[src/rtl/ex_mem_stage.sv]
// EX/MEM pipeline boundary: registers the execute result and control into MEM and resolves
// the control-flow redirect. Optional statistics counters are enabled by BRANCH_STAT_EN.
module ex_mem_stage #(
  parameter logic [31:0] RESET_PC_MASK = 32'hFFFF_FFFE
) (
  input  logic        clk,
  input  logic        rst,
  input  logic        mem_stall,
  input  logic        ex_valid,
  input  logic [31:0] ex_pc,
  input  logic [31:0] ex_imm,
  input  logic [31:0] ex_alu_c,
  input  logic        ex_flush,
  input  logic        ex_jalr,
  input  logic        ex_link,
  input  logic [31:0] ex_rs2_data,
  input  logic [4:0]  ex_rd,
  input  logic        ex_regwrite,
  input  logic        ex_memread,
  input  logic        ex_memwrite,
  input  logic [2:0]  ex_dmtype,
  input  logic [1:0]  ex_wdsel,
  output logic        redirect_valid,
  output logic [31:0] redirect_pc,
  output logic        kill_ifid,
  output logic        kill_idex,
  output logic        mem_valid,
  output logic        mem_regwrite,
  output logic        mem_memread,
  output logic        mem_memwrite,
  output logic [31:0] mem_alu_out,
  output logic [31:0] mem_store_data,
  output logic [31:0] mem_pc,
  output logic [4:0]  mem_rd,
  output logic [2:0]  mem_dmtype,
  output logic [1:0]  mem_wdsel,
  output logic [31:0] stat_redirects,
  output logic [31:0] stat_retired
);

  logic        valid_q, regwrite_q, memread_q, memwrite_q;
  logic [31:0] alu_out_q, store_data_q, pc_q;
  logic [4:0]  rd_q;
  logic [2:0]  dmtype_q;
  logic [1:0]  wdsel_q;
  logic [31:0] alu_out_d;

  always_comb begin
    redirect_pc    = ex_jalr ? (ex_alu_c & RESET_PC_MASK) : (ex_pc + ex_imm);
    redirect_valid = ex_valid & ex_flush & ~mem_stall & ~rst;
    kill_ifid      = redirect_valid;
    kill_idex      = redirect_valid;
    alu_out_d      = ex_link ? (ex_pc + 32'd4) : ex_alu_c;
  end

  always_ff @(posedge clk) begin
    if (rst) begin
      valid_q      <= 1'b0;
      regwrite_q   <= 1'b0;
      memread_q    <= 1'b0;
      memwrite_q   <= 1'b0;
      alu_out_q    <= '0;
      store_data_q <= '0;
      pc_q         <= '0;
      rd_q         <= '0;
      dmtype_q     <= '0;
      wdsel_q      <= '0;
    end else if (!mem_stall) begin
      // A bubble clears the control bits; data fields are don't-care and load anyway.
      valid_q      <= ex_valid;
      regwrite_q   <= ex_valid & ex_regwrite;
      memread_q    <= ex_valid & ex_memread;
      memwrite_q   <= ex_valid & ex_memwrite;
      alu_out_q    <= alu_out_d;
      store_data_q <= ex_rs2_data;
      pc_q         <= ex_pc;
      rd_q         <= ex_rd;
      dmtype_q     <= ex_dmtype;
      wdsel_q      <= ex_wdsel;
    end
  end

  assign mem_valid      = valid_q;
  assign mem_regwrite   = regwrite_q;
  assign mem_memread    = memread_q;
  assign mem_memwrite   = memwrite_q;
  assign mem_alu_out    = alu_out_q;
  assign mem_store_data = store_data_q;
  assign mem_pc         = pc_q;
  assign mem_rd         = rd_q;
  assign mem_dmtype     = dmtype_q;
  assign mem_wdsel      = wdsel_q;

`ifdef BRANCH_STAT_EN
  logic [31:0] stat_red_q, stat_ret_q;

  // Saturating counters; they only move on advancing cycles.
  always_ff @(posedge clk) begin
    if (rst) begin
      stat_red_q <= '0;
      stat_ret_q <= '0;
    end else if (!mem_stall) begin
      if (redirect_valid && (stat_red_q != 32'hFFFF_FFFF)) stat_red_q <= stat_red_q + 32'd1;
      if (ex_valid && (stat_ret_q != 32'hFFFF_FFFF)) stat_ret_q <= stat_ret_q + 32'd1;
    end
  end

  assign stat_redirects = stat_red_q;
  assign stat_retired   = stat_ret_q;
`else
  assign stat_redirects = '0;
  assign stat_retired   = '0;
`endif

endmodule

[config.mk]
export PLATFORM = sky130hd
export DESIGN_NAME = ex_mem_stage
export DESIGN_NICKNAME = d
export VERILOG_FILES = /design/src/rtl/ex_mem_stage.sv
export SDC_FILE = /design/constraint.sdc
export NUM_CORES = 1
export LEC_CHECK = 0
export ABC_CLOCK_PERIOD_IN_PS = 9800
export CORE_AREA = 4 4 136 138
export CTS_CLUSTER_DIAMETER = 40
export DETAILED_ROUTE_END_ITERATION = 12
export DIE_AREA = 0 0 140 142
export DONT_BUFFER_PORTS = 1
export GPL_TIMING_DRIVEN = 0
export PLACE_DENSITY = 0.65
export SETUP_SLACK_MARGIN = 0.5
export SYNTH_ARGS = -nofsm -noshare
export SYNTH_HDL_FRONTEND = slang
export SYNTH_SLANG_ARGS = --single-unit
[constraint.sdc]
create_clock -name clk -period 9.8 [get_ports clk]
set_clock_uncertainty 0.15 [all_clocks]
set_input_delay 2.45 -clock clk [delete_from_list [all_inputs] [get_ports clk]]
set_output_delay 2.45 -clock clk [all_outputs]
set_load 0.03 [all_outputs]
## Word-level counts from Yosys, hierarchy flattened

Index checks and enable logic that the tools add are counted.

- Bits in registers: 110
- Input bits: 148
- Output and inout port bits: 209
- Logic and storage cells: 22

- $add $sub $neg: 2
- Muxes and demuxes: 2
- Bitwise logic cells: 8

Operators with widths:

| kind | count |
|---|---|
| $mux 32 | 2 |
| $add 32x3->32 const B | 1 |
| $add 32x32->32 | 1 |
| $and 1x1->1 | 6 |
| $not 1->1 | 2 |

## Logic depth before layout (Yosys ltp)

Gate-level depths: netlist of run 1.

- Depth in word-level cells: 3
- Depth in mapped cells: 8
- Depth with buffers taken out: 8

## Worst setup path before layout of run 1

Ideal clock, no wire load.

- Path type: input-to-output
- From: input port ex_pc[0]
- To: output port redirect_pc[20]
- Arrival time: 4.827 ns
- Data required time: 7.200 ns
- Slack: 2.373 ns
- Stages: 8
- Path buffers: 0
- Cell sequence: ha_1 -> fa_1 -> a21o_2 -> a31oi_1 -> o21bai_2 -> o21ai_0 -> a21oi_1 -> a311oi_1

- Longest elaborated chain between the ends: 2

RTL lines:

| element | RTL line | source |
|---|---|---|
| start, declared | 10 | `input logic [31:0] ex_pc,` |
| $add 32x32->32 | 49 | `redirect_pc = ex_jalr ? (ex_alu_c & RESET_PC_MASK) : (ex_pc + ex_imm);` |
| $mux 32 | 49 |  |
| end, declared | 24 | `output logic [31:0] redirect_pc,` |

Every way passes these cells.

## Final worst setup path of run 1

- From: input port ex_pc[0]
- To: output port redirect_pc[22]

The elaborated chain is that of the path after synthesis.

==> qor.txt, run 1 <==
Outcome: finished, final reports clean
DIE WIDTH: 140 µm
Pre-antenna DRT Iters: 5
Most frequent cell after synthesis: nor2_1
Clock Tree Buf Depth: 2
Via count: 6,617
DRC: 0
WHS Path Cells: 2
R2R depth: 2
Synthesis-to-layout area growth: 11.1%
Count of cell types in the netlist: 78
Synthesized cell area: 0.00736 mm²
TritonCTS clock tree: built
Warnings from Yosys: 0
Final wirelength: 25,200 µm
Cell row count: 48
Share of the yosys chip area belonging to registers: 0.299
DRT iter0 DRCs: 348
Fillers: 1,764
Worst hold path type: reg2reg
Initial antenna violation count: 0
Setup CP Type: in2out
Synth Register Bits: 110
Final count of hold timing violations: 0
Min Hold Slack: 519 ps
CTS Buf Count: 9
Final setup fails: 0
Clock sinks: 110
Routed len/inst: 21.0 µm
Die area: 0.0199 mm²
Hold wc startpoint: mem_store_data[24]$_SDFFE_PP0N_
Fmax: 126 MHz
Vias per cell: 5.51
DP Wirelength: 21,000 µm
Top cells by count, synth: nor2_1, dfxtp_1, mux2i_1, nand2_1, buf_4
Hold EP: mem_store_data[24]$_SDFFE_PP0N_
Total GRT Usage: 0.238
Area contributors post-synth: dfxtp_1, mux2i_1, nor2_1
Initial Util: 0.429
Die H: 142 µm
CTS clock-pin slew for the worst setup and hold paths: 70 ps
Worst R2R Setup Slack: 8580 ps
Startpoint types: primary input
Max-slew violation count: 0
Top cell type's share of synthesized area: 0.299
Vias in the first global route: 6,051
Clk_lat worst skew: 350 ps
Port bufs: 0
First-pass GRT wire length: 36,800 µm
Ports: 357
Syn avg cell area: 8.21 µm²
CP Data Required Time: 7200 ps
Leak: 0.00362 µW
Core footprint: 0.0172 mm²
Area leader, netlist: dfxtp_1
Setup Slack @ Placement: 1890 ps
GR Overflow Total: 0
H-tree depth: 3
Post-route ant nets: 0
Post-CTS Setup Inserts: 0
CTS Root Cell: clkbuf_16
Final worst path period need: 7940 ps
Async set-reset flop share out of synthesis: 0
Final period util: 0.811
Max IR drop VDD: 0.0728 mV
EDFF count, synth: 0
Final #Nets: 1,152
Critical path arrival: 5340 ps
Hold_buf cts: 0
Antenna diode count: 0
PwrDens: 154 mW/mm²
Critical R2R Launch: mem_alu_out[15]$_SDFFE_PP0N_
Share of cells above drive strength 1: 0.120
Placer Congestion: 0.911
CP endpoint kind: output port
Largest net degree at the start of global routing: 21
FF-to-FF End: mem_alu_out[15]$_SDFFE_PP0N_
Actual slew at the worst max-slew pin: 1240 ps
Top FF cell, synth: dfxtp_1
Setup total negative slack: 0 ps
Max-cap check violation count: 0
RSZ-0062 raised after global routing: false
Slew headroom: 0.170
Cells after Synth: 897
CP max FO: 4
PostCTS Resize Cnt: 0
Final WS setup: 1860 ps
-- kinds of logic after synthesis --
kind of cell	after synthesis	synth area share
AND/OR/NAND/NOR	299	0.189
buffers and inverters	123	0.101
XOR/XNOR	48	0.0571
other	1	0.000509
flip-flops	110	0.299
AO/OA/AOI/OAI	201	0.185
adder cells (fa/ha/maj)	33	0.0571
multiplexers	82	0.112
-- worst max-delay path: stages --
cell and delay, ps:
ha_1 240, fa_1 410, a21o_2 250, a31oi_1 330, nor2_1 170, o211ai_1 350, a21boi_0 150, o31ai_1 990
-- worst max-delay path by stage --
stage	startpoint	endpoint
final	ex_pc[0]	redirect_pc[22]
after global routing	ex_pc[0]	redirect_pc[22]
after CTS	ex_pc[0]	redirect_pc[22]
after detailed placement	ex_pc[0]	redirect_pc[22]
after global placement	ex_pc[0]	redirect_pc[22]
after floorplan	ex_pc[0]	redirect_pc[20]
-- report_power, final --
part	switching [µW]	internal, µW
logic	221	116
clock network	187	187
registers	76.6	474
total	485	777
-- cells in the final DEF, fill, tap and decap left out, types with 5 or more instances in the layout --
cell type / netlist / final
clkbuf_16: 0 / 9
conb_1: 1 / 64
buf_4: 66 / 66
nand4_1: 17 / 17
dfxtp_1: 110 / 110
a311oi_1: 5 / 5
and3_1: 10 / 10
nor2_1: 140 / 140
xor2_1: 17 / 17
nor3_1: 12 / 12
a222oi_1: 8 / 8
o21a_1: 5 / 5
inv_1: 6 / 6
a22oi_1: 9 / 9
a211oi_1: 18 / 18
a21o_1: 12 / 12
nand3_1: 19 / 19
xnor2_1: 31 / 31
a21oi_1: 58 / 58
ha_1: 32 / 32
o211ai_1: 6 / 6
buf_2: 7 / 7
nand2_1: 68 / 68
mux2i_1: 80 / 80
o21ai_0: 38 / 38
clkbuf_1: 37 / 37
-- through the flow --
stage	power [µW]	util	instance area, µm²	instances
2_1_floorplan	834	-	7600	960
3_3_place_gp	893	0.459	7880	1185
3_5_place_dp	897	0.459	7880	1185
4_1_cts	1270	0.476	8180	1201
5_1_grt	1320	0.476	8180	1201
6_report	1260	0.476	8180	1201
-- cell type report --
class                           count  area, µm²  share of cell area
Clock inverter                      6       62.6             0.00764
Sequential cell                   110       2200               0.269
Inverter                            7       26.3             0.00321
Tap cell                          225        282              0.0344
Clock buffer                       10        239              0.0292
Multi-Input combinational cell    727       4660               0.569
Buffer                            116        717              0.0876
-- routing by layer --
layer	up-vias	part of all wire	track usage
li1	3244	-	-
met1	3022	0.39	0.289
met2	319	0.48	0.401
met3	32	0.10	0.0769
met4	0	0.025	0.0821
met5	-	0	0
-- flip-flops by register name, summed over array words and instances (netlist names) --
signal / flops
mem_dmtype: 3
mem_regwrite: 1
mem_memwrite: 1
mem_pc: 32
mem_memread: 1
mem_wdsel: 2
mem_valid: 1
mem_rd: 5
mem_alu_out: 32
mem_store_data: 32
(Power assumes the default switching activity.)
==> run 2: changes to the inputs <==
ABC_CLOCK_PERIOD_IN_PS = 8100   (was 9800)
clock period = 8.1 ns   (was 9.8 ns; I/O delays follow)
==> results of run 2 <==
The final DEF is identical to that of run 1. Status: finished, final reports clean.
Main changes from that run: setup slack after placement 1890 ps -> 1040 ps; setup slack after layout 1860 ps -> 1010 ps; register-to-register setup slack 8580 ps -> 6880 ps; total power 1260 µW -> 1530 µW; worst IR drop on VDD 0.0728 mV -> 0.0881 mV
==> run 3: changes to the inputs <==
PLACE_DENSITY = 0.64   (was 0.65)
==> run 3 against run 2 <==
Against the previous run:
- count of clock-buffer cells in the layout is 1 lower
- sequential share of layout area about the same
- via count fell by 1.9%
- final area is 0.18% higher
- sequential cell count stayed put
- register-to-register slack improved by 40 ps
==> qor.txt, run 3 (synthesized netlist as in run 1, its figures left out) <==
Largest net degree at the start of global routing: 21
DRC: 0
Startpoint types: primary input
Die H: 142 µm
Actual slew at the worst max-slew pin: 1240 ps
Synthesis-to-layout area growth: 11.3%
P_sw: 589 µW
Power, Total: 1550 µW
Setup total negative slack: 0 ps
Worst hold path type: reg2reg
Max-cap check violation count: 0
R2R depth: 2
Clk_lat worst skew: 350 ps
Clock sinks: 110
Pre-antenna DRT Iters: 4
Initial Util: 0.429
H-tree depth: 3
CP endpoint kind: output port
Leak: 0.00362 µW
Fmax: 141 MHz
Seq pwr share: 0.429
Critical path arrival: 4890 ps
WHS Path Cells: 2
CTS clock-pin slew for the worst setup and hold paths: 70 ps
Vias in the first global route: 6,214
Final count of hold timing violations: 0
CP max FO: 4
CP Data Required Time: 5930 ps
Slew headroom: 0.169
Setup CP Type: in2out
Final #Nets: 1,152
PwrDens: 189 mW/mm²
Initial antenna violation count: 0
Post-route ant nets: 0
Cell row count: 48
Ports: 357
TritonCTS clock tree: built
Max-slew violation count: 0
Final worst path period need: 7070 ps
Clock Tree Buf Depth: 2
DIE WIDTH: 140 µm
Vias per cell: 5.40
GR Overflow Total: 0
Hold_buf cts: 0
DP Wirelength: 21,000 µm
Cell Int Power: 961 µW
Final wirelength: 25,000 µm
Power share of the clock group: 0.308
Port bufs: 0
CTS Root Cell: clkbuf_16
Core footprint: 0.0172 mm²
Final setup fails: 0
Antenna diode count: 0
Routed len/inst: 20.8 µm
Commonest non-fill, non-tap cell in the layout: nor2_1
RSZ-0062 raised after global routing: false
Most frequent cells in the layout: nor2_1, dfxtp_1, mux2i_1, nand2_1, buf_4
Sw Ratio: 0.380
Via count: 6,489
Share of cells above drive strength 1: 0.120
Total GRT Usage: 0.237
PostCTS Resize Cnt: 0
DRT iter0 DRCs: 323
CTS Buf Count: 9
Die area: 0.0199 mm²
Placer Congestion: 0.939
First-pass GRT wire length: 36,900 µm
Final period util: 0.873
Combinational power share: 0.263
Outcome: finished, final reports clean
Post-CTS Setup Inserts: 0
Max IR drop VDD: 0.0956 mV
## run 3: final cells by class
type	instances	area, µm²
Clock buffer	9	225
Buffer	116	717
Fill cell	1774	8980
Sequential cell	110	2200
Tap cell	225	282
Multi-Input combinational cell	727	4660
Inverter	7	26.3
Clock inverter	7	91.3
## run 3: final timing paths
kind	to	start	slack, ps
worst max-delay path	redirect_pc[22]	ex_pc[0]	1030
worst min-delay path	mem_store_data[25]$_SDFFE_PP0N_	mem_store_data[25]$_SDFFE_PP0N_	520
worst max register to register	mem_alu_out[27]$_SDFFE_PP0N_	mem_alu_out[27]$_SDFFE_PP0N_	6920
worst min register to register	mem_store_data[25]$_SDFFE_PP0N_	mem_store_data[25]$_SDFFE_PP0N_	520
## run 3: metrics by stage
step	std cells	cell area, µm²	util	hold slack [ps]	setup WS, ps
floorplan	960	7600	-	441	1520
global placement	1185	7880	0.459	509	1100
detailed placement	1185	7880	0.459	512	1100
CTS	1201	8200	0.477	523	1080
global route	1201	8200	0.477	555	877
finish	1201	8200	0.477	518	1030
## run 3: layer usage
| layer | vias to the layer above | track usage | part of all wire |
|---|---|---|---|
| met2 | 250 | 0.412 | 0.49 |
| met1 | 2976 | 0.286 | 0.40 |
| met4 | 0 | 0.0566 | 0.017 |
| li1 | 3237 | - | - |
| met5 | - | 0 | 0 |
| met3 | 26 | 0.0800 | 0.093 |
## run 3: worst max-delay path: stages
cell and delay (ps):
ha_1 230, fa_1 430, a21o_2 250, a31oi_1 310, nor2_1 190, o211ai_1 310
a21boi_0 140, o31ai_1 1010
## run 3: power groups by stage
| stage | clock [µW] | combinational, µW | sequential, µW |
|---|---|---|---|
| after floorplan | 0 | 342 | 667 |
| after global routing | 503 | 448 | 669 |
| after CTS | 486 | 405 | 667 |
| final | 477 | 408 | 666 |
| after global placement | 0 | 401 | 679 |
| after detailed placement | 0 | 405 | 680 |
